## src/rtl/share_arb2_pkg.sv

```systemverilog
// Shared definitions for the two-requester round-robin arbiter.
package share_arb2_pkg;

  localparam int unsigned CNT_W = 4;

  typedef enum logic [1:0] {
    IDLE = 2'd0,
    OWN0 = 2'd1,
    OWN1 = 2'd2,
    GAP  = 2'd3
  } state_t;

  // Owner choice from an unowned point; on a tie the side not granted last wins.
  function automatic state_t pick_owner(input logic [1:0] req, input logic last);
    case (req)
      2'b01:   return OWN0;
      2'b10:   return OWN1;
      2'b11:   return last ? OWN0 : OWN1;
      default: return IDLE;
    endcase
  endfunction

endpackage

```

## src/rtl/share_arb2_if.sv

```systemverilog
// Request/release/grant bundle between the two sources and the arbiter.
interface share_arb2_if;
  logic [1:0] req;
  logic [1:0] rel;
  logic [1:0] gnt;
  logic       sel;
  logic       valid;

  modport master (output req, output rel, input gnt, input sel, input valid);
  modport slave  (input req, input rel, output gnt, output sel, output valid);
endinterface

```

## src/rtl/share_arb2_sat_cnt4.sv

```systemverilog
// 4-bit up counter with synchronous clear, enable and saturation at 15.
module sat_cnt4
  import share_arb2_pkg::*;
(
  input  logic             clk,
  input  logic             rst_n,
  input  logic             clr,
  input  logic             en,
  output logic [CNT_W-1:0] q
);

  // Clear wins over count; count stops at all-ones.
  always_ff @(posedge clk or negedge rst_n) begin
    if (!rst_n) begin
      q <= '0;
    end else if (clr) begin
      q <= '0;
    end else if (en && (q != '1)) begin
      q <= q + 1'b1;
    end
  end

endmodule

```

## src/rtl/share_arb2.sv

```systemverilog
// Two-requester round-robin arbiter owning the shared 2:1 mux select.
module share_arb2
  import share_arb2_pkg::*;
#(
  parameter int unsigned MAX_HOLD = 8,
  parameter int unsigned TURN     = 1
) (
  input  logic        clk,
  input  logic        rst_n,
  share_arb2_if.slave bus
);

  localparam logic [CNT_W-1:0] HOLD_LAST = CNT_W'(MAX_HOLD - 1);
  localparam logic [CNT_W-1:0] GAP_LAST  = CNT_W'(TURN - 1);

  state_t           state;
  state_t           next_state;
  logic             last;
  logic [1:0]       gnt_q;
  logic             sel_q;
  logic             valid_q;
  logic [CNT_W-1:0] hold;
  logic [CNT_W-1:0] gap;
  logic             own;
  logic             leave;
  logic             grant_start;
  logic             gap_start;
  logic             in_own;

  assign in_own    = (state == OWN0) || (state == OWN1);
  assign bus.gnt   = gnt_q;
  assign bus.sel   = sel_q;
  assign bus.valid = valid_q;

  sat_cnt4 u_hold (
    .clk  (clk),
    .rst_n(rst_n),
    .clr  (grant_start),
    .en   (in_own),
    .q    (hold)
  );

  sat_cnt4 u_gap (
    .clk  (clk),
    .rst_n(rst_n),
    .clr  (gap_start),
    .en   (state == GAP),
    .q    (gap)
  );

  // Next-state selection plus grant/turnaround start strobes.
  always_comb begin
    next_state  = state;
    gap_start   = 1'b0;
    grant_start = 1'b0;
    leave       = 1'b0;
    own         = (state == OWN1);
    case (state)
      IDLE: next_state = pick_owner(bus.req, last);
      OWN0, OWN1: begin
        leave = bus.rel[own] | ~bus.req[own] | ((hold == HOLD_LAST) & bus.req[~own]);
        if (leave) begin
          if (TURN != 0) begin
            next_state = GAP;
            gap_start  = 1'b1;
          end else begin
            // Direct hand-over: the leaving owner counts as most recent.
            next_state = pick_owner(bus.req, own);
          end
        end
      end
      GAP: begin
        if (gap == GAP_LAST) next_state = pick_owner(bus.req, last);
      end
      default: next_state = IDLE;
    endcase
    // A re-grant to the same side after a zero-turn exit is still a new grant.
    grant_start = ((next_state == OWN0) || (next_state == OWN1)) &&
                  ((state == IDLE) || (state == GAP) || leave);
  end

  // State, last-owner and registered outputs; sel only moves when a grant begins.
  always_ff @(posedge clk or negedge rst_n) begin
    if (!rst_n) begin
      state   <= IDLE;
      last    <= 1'b1;
      gnt_q   <= '0;
      sel_q   <= 1'b0;
      valid_q <= 1'b0;
    end else begin
      state   <= next_state;
      gnt_q   <= {next_state == OWN1, next_state == OWN0};
      valid_q <= (next_state == OWN0) || (next_state == OWN1);
      if (grant_start) begin
        last  <= (next_state == OWN1);
        sel_q <= (next_state == OWN1);
      end
    end
  end

endmodule
```

## src/flat_wrapper.sv

```systemverilog
// flat-port wrapper written by rule: the top's interface ports become plain ports
module share_arb2_flat import share_arb2_pkg::*;
#(
  parameter int unsigned MAX_HOLD = 8,
  parameter int unsigned TURN     = 1
)
  (clk, rst_n, bus_req, bus_rel, bus_gnt, bus_sel, bus_valid);
  share_arb2_if bus_i ();
  input  logic clk;
  input  logic rst_n;
  input wire logic [$bits(bus_i.req)-1:0] bus_req;
  input wire logic [$bits(bus_i.rel)-1:0] bus_rel;
  output wire logic [$bits(bus_i.gnt)-1:0] bus_gnt;
  output wire logic [$bits(bus_i.sel)-1:0] bus_sel;
  output wire logic [$bits(bus_i.valid)-1:0] bus_valid;
  assign bus_i.req = bus_req;
  assign bus_i.rel = bus_rel;
  assign bus_gnt = bus_i.gnt;
  assign bus_sel = bus_i.sel;
  assign bus_valid = bus_i.valid;
  share_arb2 #(.MAX_HOLD(MAX_HOLD), .TURN(TURN)) u_core (.clk(clk), .rst_n(rst_n), .bus(bus_i));
endmodule
```

## config.mk

```make
export PLATFORM = sky130hd
export DESIGN_NAME = share_arb2_flat
export DESIGN_NICKNAME = d
export VERILOG_FILES = /design/src/rtl/share_arb2_pkg.sv /design/src/rtl/share_arb2_if.sv /design/src/rtl/share_arb2_sat_cnt4.sv /design/src/rtl/share_arb2.sv /design/src/flat_wrapper.sv
export SDC_FILE = /design/constraint.sdc
export NUM_CORES = 1
export LEC_CHECK = 0
export ABC_AREA = 1
export BUFFER_PORTS_ARGS = -buffer_cell sky130_fd_sc_hd__buf_2
export CAP_MARGIN = 20
export CORE_UTILIZATION = 52
export CTS_CLUSTER_SIZE = 8
export DETAILED_ROUTE_END_ITERATION = 7
export PLACE_DENSITY = 0.77
export SLEW_MARGIN = 10
export SYNTH_ARGS = -nofsm -noshare
export SYNTH_HDL_FRONTEND = slang
export SYNTH_SLANG_ARGS = --single-unit
```

## constraint.sdc

```tcl
create_clock -name clk -period 2 [get_ports clk]
set_input_delay 0.4 -clock clk [delete_from_list [all_inputs] [get_ports clk]]
set_output_delay 0.4 -clock clk [all_outputs]
set_load 0.03 [all_outputs]
```

# [Word-level counts from Yosys, hierarchy flattened]
# Cells that the tools add are included.
# W data, S select, Z words.
[word_totals] register_bits=15 output_inout_bits=4 input_bits=6 elab_cells=57
[op_classes] bitwise=5 addsub=2 eq_ne=11 mux=18 n_reduce_logical=12 n_lt_le_gt_ge=2
[op_table] cell="$mux W4" count=4
[op_table] cell="$pmux W2 S3" count=2
[op_table] cell="$eq A2 B2 Y1 const B" count=5
[op_table] cell="$mux W1" count=9
[op_table] cell="$add A4 B1 Y4 const B" count=2
[op_table] cell="$ne A4 B4 Y1 const B" count=2
[op_table] cell="$eq A2 B1 Y1 const B" count=3
[op_table] cell="$mux W2" count=3
[op_table] cell="$eq A4 B3 Y1 const B" count=1
[op_table] cell="$logic_not A4 Y1" count=1
[op_table] cell="$logic_or A1 B1 Y1" count=4
[op_table] cell="$lt A1 B2 Y1 const B" count=2
[op_table] cell="$reduce_bool A2 Y1" count=2
[op_table] cell="$logic_and A1 B1 Y1" count=3
[op_table] cell="$logic_not A2 Y1" count=1
[op_table] cell="$not A1 Y1" count=2
[op_table] cell="$or A1 B1 Y1" count=2
[op_table] cell="$reduce_or A2 Y1" count=1
[op_table] cell="$and A1 B1 Y1" count=1

# [Depth between registers and ports, before layout]
[logic_depth] word_depth=12 mapped_depth=16

# [Cells and area by module]
# From an unflattened synthesis, not the netlist that was laid out.
[unflattened] hier_cells=130 area_unflattened_um2=955.9
[by_module_without_submodules] mod="share_arb2" cells_each=72 area_each_um2=510.5 n_inst=1 seq_area_each_um2=176.4
[by_module_without_submodules] mod="sat_cnt4" cells_each=29 area_each_um2=222.7 n_inst=2 seq_area_each_um2=100.1

# [Least setup slack after synthesis]
# OpenSTA, ideal clock, no wires.
[synth_timing] kind="flip-flop to flip-flop" startpoint="register u_core.state[1]" endpoint="register u_core.u_hold.q[2]" path_slack_ns=0.169 n_path_buf=1 arrival_time_ns=1.710 setup_time_ns=0.121 required_ns=1.879 period_less_slack_ns=1.831 path_stages_with_launch=14 path_cell_list="dfrtp_1 -> inv_1 -> ha_1 -> clkbuf_8 -> inv_1 -> a21oi_2 -> nand2_1 -> inv_1 -> nor2_1 -> ha_1 -> inv_1 -> nand2_2 -> inv_1 -> nor2_1"
[synth_via] elab_chain_len=12 word_cells_on_any_way=29 classes_between="5 x eq/ne; 11 x mux; 4 x bitwise; 9 x reduce/logical"
[synth_rtl] element="from (decl)" line="share_arb2.sv:16" rtl="state_t state;"
[synth_rtl] element="from (signal assigned)" line="share_arb2.sv:91" rtl="state <= next_state;"
[synth_rtl] element="$eq A2 B2 Y1" line="share_arb2.sv:30, share_arb2.sv:57, share_arb2.sv:58"
[synth_rtl] element="$mux W1 (implied by the code) (2 in series)" line="share_arb2.sv:61" rtl="leave = bus.rel[own] | ~bus.req[own] | ((hold == HOLD_LAST) & bus.req[~own]);"
[synth_rtl] element="$not A1 Y1" line="share_arb2.sv:61"
[synth_rtl] element="$or A1 B1 Y1 (2 in series)" line="share_arb2.sv:61"
[synth_rtl] element="$mux W2" line="share_arb2.sv:62" rtl="if (leave) begin"
[synth_rtl] element="$pmux W2 S3" line="share_arb2.sv:58" rtl="case (state)"
[synth_rtl] element="$eq A2 B1 Y1 / $eq A2 B2 Y1 (equally long branches)" line="share_arb2.sv:78" rtl="grant_start = ((next_state == OWN0) || (next_state == OWN1)) &&"
[synth_rtl] element="$logic_or A1 B1 Y1" line="share_arb2.sv:78"
[synth_rtl] element="$logic_and A1 B1 Y1" line="share_arb2.sv:78"
[synth_rtl] element="$mux W4 / $reduce_bool A2 Y1 (equally long branches)"
[synth_rtl] element="to (signal assigned)" line="share_arb2_sat_cnt4.sv:19" rtl="q <= q + 1'b1;"
[synth_rtl] element="to (decl)" line="share_arb2_sat_cnt4.sv:9" rtl="output logic [CNT_W-1:0] q"
# Several ways; a longest one is shown, not always the timed one. The select of a mux whose other input is x is not followed.
# A chain may end at the register's enable or synchronous reset.

# [Worst setup path in the final report]
[layout_timing] startpoint="register u_core.state[0]" endpoint="register u_core.u_hold.q[2]"
# Same word-level chain as after synthesis.

==> run summary <==
crit path max fanout = 4
share of layout cells above drive strength 1 = 30.1%
Post-Syn Area = 913 um^2
Seq pwr share = 26.7%
CP max stage cell = dfrtp_1
startpoint class of the critical path = register
die height = 43.9 um
Hold Crit Class = in2async
H-tree Lvls = 1
FF-to-FF Start = u_core.state[0]
critical path class = reg2reg
Die W = 43.9 um
worst-case clock buffer depth = 2
number of enable flip-flop cells after synthesis = 0
final count of hold timing violations = 2
family with the most delay on the worst path = simple AND/OR/NAND/NOR gates
logic gate share of total power = 63.9%
Buf/Inv on CP = 4
WHS = -0.000220 ns
Critical Path AT = 2.07 ns
# DRC = 1
Antenna Nets Post-Route = 0
Power Dens Cells = 1720 mW/mm^2
GR Overflow Total = 0
Max stage delay on crit path = 0.41 ns
max-cap viol count = 0
cells along the critical path = inv_2 -> ha_4 -> inv_1 -> nand3_1 -> nand2_2 -> nand2_4 -> nand3_1 -> nand2_1 -> nor2_2 -> ha_1 -> inv_2 -> nand2_2 -> inv_1 -> nor2_1
Synth Area in Adders = 11.0%
GRT Total Usage = 18.9%
Clock Tree Root = clkbuf_4
WL/cell = 10.9 um
iteration-0 DRC count of the detailed router = 13
VDD IR-drop max = 1.08 mV
CTS clk-pin slew, worst paths = 0.09 ns
area share of the largest cell type after synthesis = 38.4%
Post-Syn Instances = 115
fmax = 0.528 GHz
crit path launch = u_core.state[0]
dpl hpwl = 1220 um
CTS tree = yes
die area = 0.00193 mm^2
DR vias/cell = 4.85
vias in the first global route = 613
Filler cells = 130
Final #Nets = 148
setup TNS = 0 ns
vias = 722
global-route wire length before repair = 2590 um
simple-gate share of the synthesized area = 29.2%
Syn Area/Cell = 7.94 um^2
Worst EP required = 2.18 ns
worst relative slew slack = 77.6%
Clock Power Share = 9.4%
#FFs+latches synth = 15
diode count = 0
syn_nets = 129
Setup Skew = 0.00640 ns
Yosys cell types = 19
core area = 0.00158 mm^2
worst skew pair latency = 0.28 ns
row count = 14
Sw Ratio = 47.9%
fin crit share = 94.7%
drt pass-1 iters = 6
async set-or-reset flop fraction in the synthesized netlist = 100%
Slew @ Worst Pin = 0.336 ns
multiplexer share of the synthesized area = 0%
largest net degree at the start of global routing = 16
Synth area leader = dfrtp_1
post-layout min period = 1.89 ns
# setup viols final = 0
Synth area leaders = dfrtp_1, nand2_1, ha_1
initial antenna violation count = 0
PortBufs = 9
R2R setup slack = 0.11 ns
Warnings, synthesis = 0
Final GP Congestion = 0.818
P_leak = 0.594 nW
sequential area share after synthesis = 41.2%
I/O Pins = 10
status = complete, but fails checks
Int Power = 0.961 mW
Place WS = 0.00813 ns
Area Overhead vs Synth = 17.3%
CP endpoint kind = register
Initial Util = 57.9%
xor-xnor portion of the synthesized cell area = 0.959%
Inserted Clock Buffers = 3
wirelength, routed = 1620 um
largest family of logic cells by synthesized area = simple AND/OR/NAND/NOR gates
Max Slew Vio Count = 0
setup slack after layout = 0.107 ns
# clock sinks = 15
Post-synth top flop = dfrtp_1
Compound-Gate Fraction of Synth Area = 7.53%
failing checks = design-rule violations, negative hold slack
Sw Pwr = 0.883 mW
## metrics by stage
stage / hold slack (ns) / area [um^2] / total power, mW / util (%) / std cells
5_1_grt: 0.0114 / 1070 / 2.02 / 67.9 / 149
3_3_place_gp: 0.317 / 980 / 1.51 / 62.1 / 141
4_1_cts: 0.00425 / 1020 / 1.76 / 64.8 / 145
6_report: -0.000220 / 1070 / 1.84 / 67.9 / 149
2_1_floorplan: 0.104 / 913 / 1.32 / - / 115
3_5_place_dp: 0.318 / 980 / 1.54 / 62.1 / 141
## registers in the layout, indices dropped and copies added, names as in the netlist
register,flops
u_core.bus.sel,1
u_core.bus.gnt,2
u_core.u_hold.q,4
u_core.bus.valid,1
u_core.last,1
u_core.state,2
u_core.u_gap.q,4
## layout make-up
class / count / area, um^2 / share of cell area [%]
inverter: 21 / 78.8 / 7.36
tap: 16 / 20.0 / 1.87
timing repair buffer: 15 / 90.1 / 8.41
clock inverter: 1 / 5.00 / 0.467
multi-input combinational: 78 / 477 / 44.5
clock buffer: 3 / 22.5 / 2.10
sequential: 15 / 378 / 35.3
## placed cells by master (no fill, tap or decap), drive strengths merged
cell and count:
a21oi 4, a22oi 1, buf 15, clkbuf 3
clkinv 1, dfrtp 14, dfstp 1, ha 8
inv 21, nand2 34, nand3 12, nor2 11
nor3 1, o21ai 6, xor2 1
## Yosys cell counts (2+ instances only)
library cell / instances
nor2_1: 10
o21ai_0: 4
nand2_1: 28
dfrtp_1: 14
a21oi_1: 3
nand2_2: 4
nand2_4: 2
inv_1: 21
o21ai_2: 2
ha_1: 8
nand3_1: 11
## routing by layer
layer	share of wire (%)	global-route usage (%)
met5	0	0
met4	2.7	10.9
met3	2.2	1.25
met2	41	27.2
met1	54	28.4
## logic make-up (layout without fill, tap and decap cells)
| kind of cell | count (synthesis) | after routing |
|---|---|---|
| AND/OR/NAND/NOR | 58 | 58 |
| buffers and inverters | 22 | 40 |
| flip-flops | 15 | 15 |
| AO/OA/AOI/OAI | 11 | 11 |
| adder cells (fa/ha/maj) | 8 | 8 |
| XOR/XNOR | 1 | 1 |
## worst reg2reg max path: cells and delay by family (launching register included)
kind                     cells  cell delay [ns]
adder cells (fa/ha/maj)      2             0.43
buffers and inverters        4             0.33
flip-flops                   1             0.41
AND/OR/NAND/NOR              8             0.62
## path summary, 6_finish.rpt
check | endpoint | cells after the start
min reg2reg | u_core.last | 2
max reg2reg | u_core.u_hold.q[2] | 14
max | u_core.u_hold.q[2] | 14
min in group clk | u_core.last | 2
max in group asynchronous | u_core.last | 1
min | u_core.u_gap.q[0] | 1
## power by group through the flow
stage / Combinational [mW] / Sequential, mW / Clock (mW)
4_1_cts: 1.10 / 0.486 / 0.178
5_1_grt: 1.33 / 0.503 / 0.187
6_report: 1.18 / 0.492 / 0.173
2_1_floorplan: 0.774 / 0.545 / 0
3_5_place_dp: 1.05 / 0.491 / 0
3_3_place_gp: 1.02 / 0.486 / 0
## what timing repair did
action,4_1_cts,5_1_grt
setup endpoints to repair,1,6
hold buffers,0,0
setup buffers,0,4
pin swaps,0,2
gates resized for setup,3,7
(Power assumes the default switching activity.)
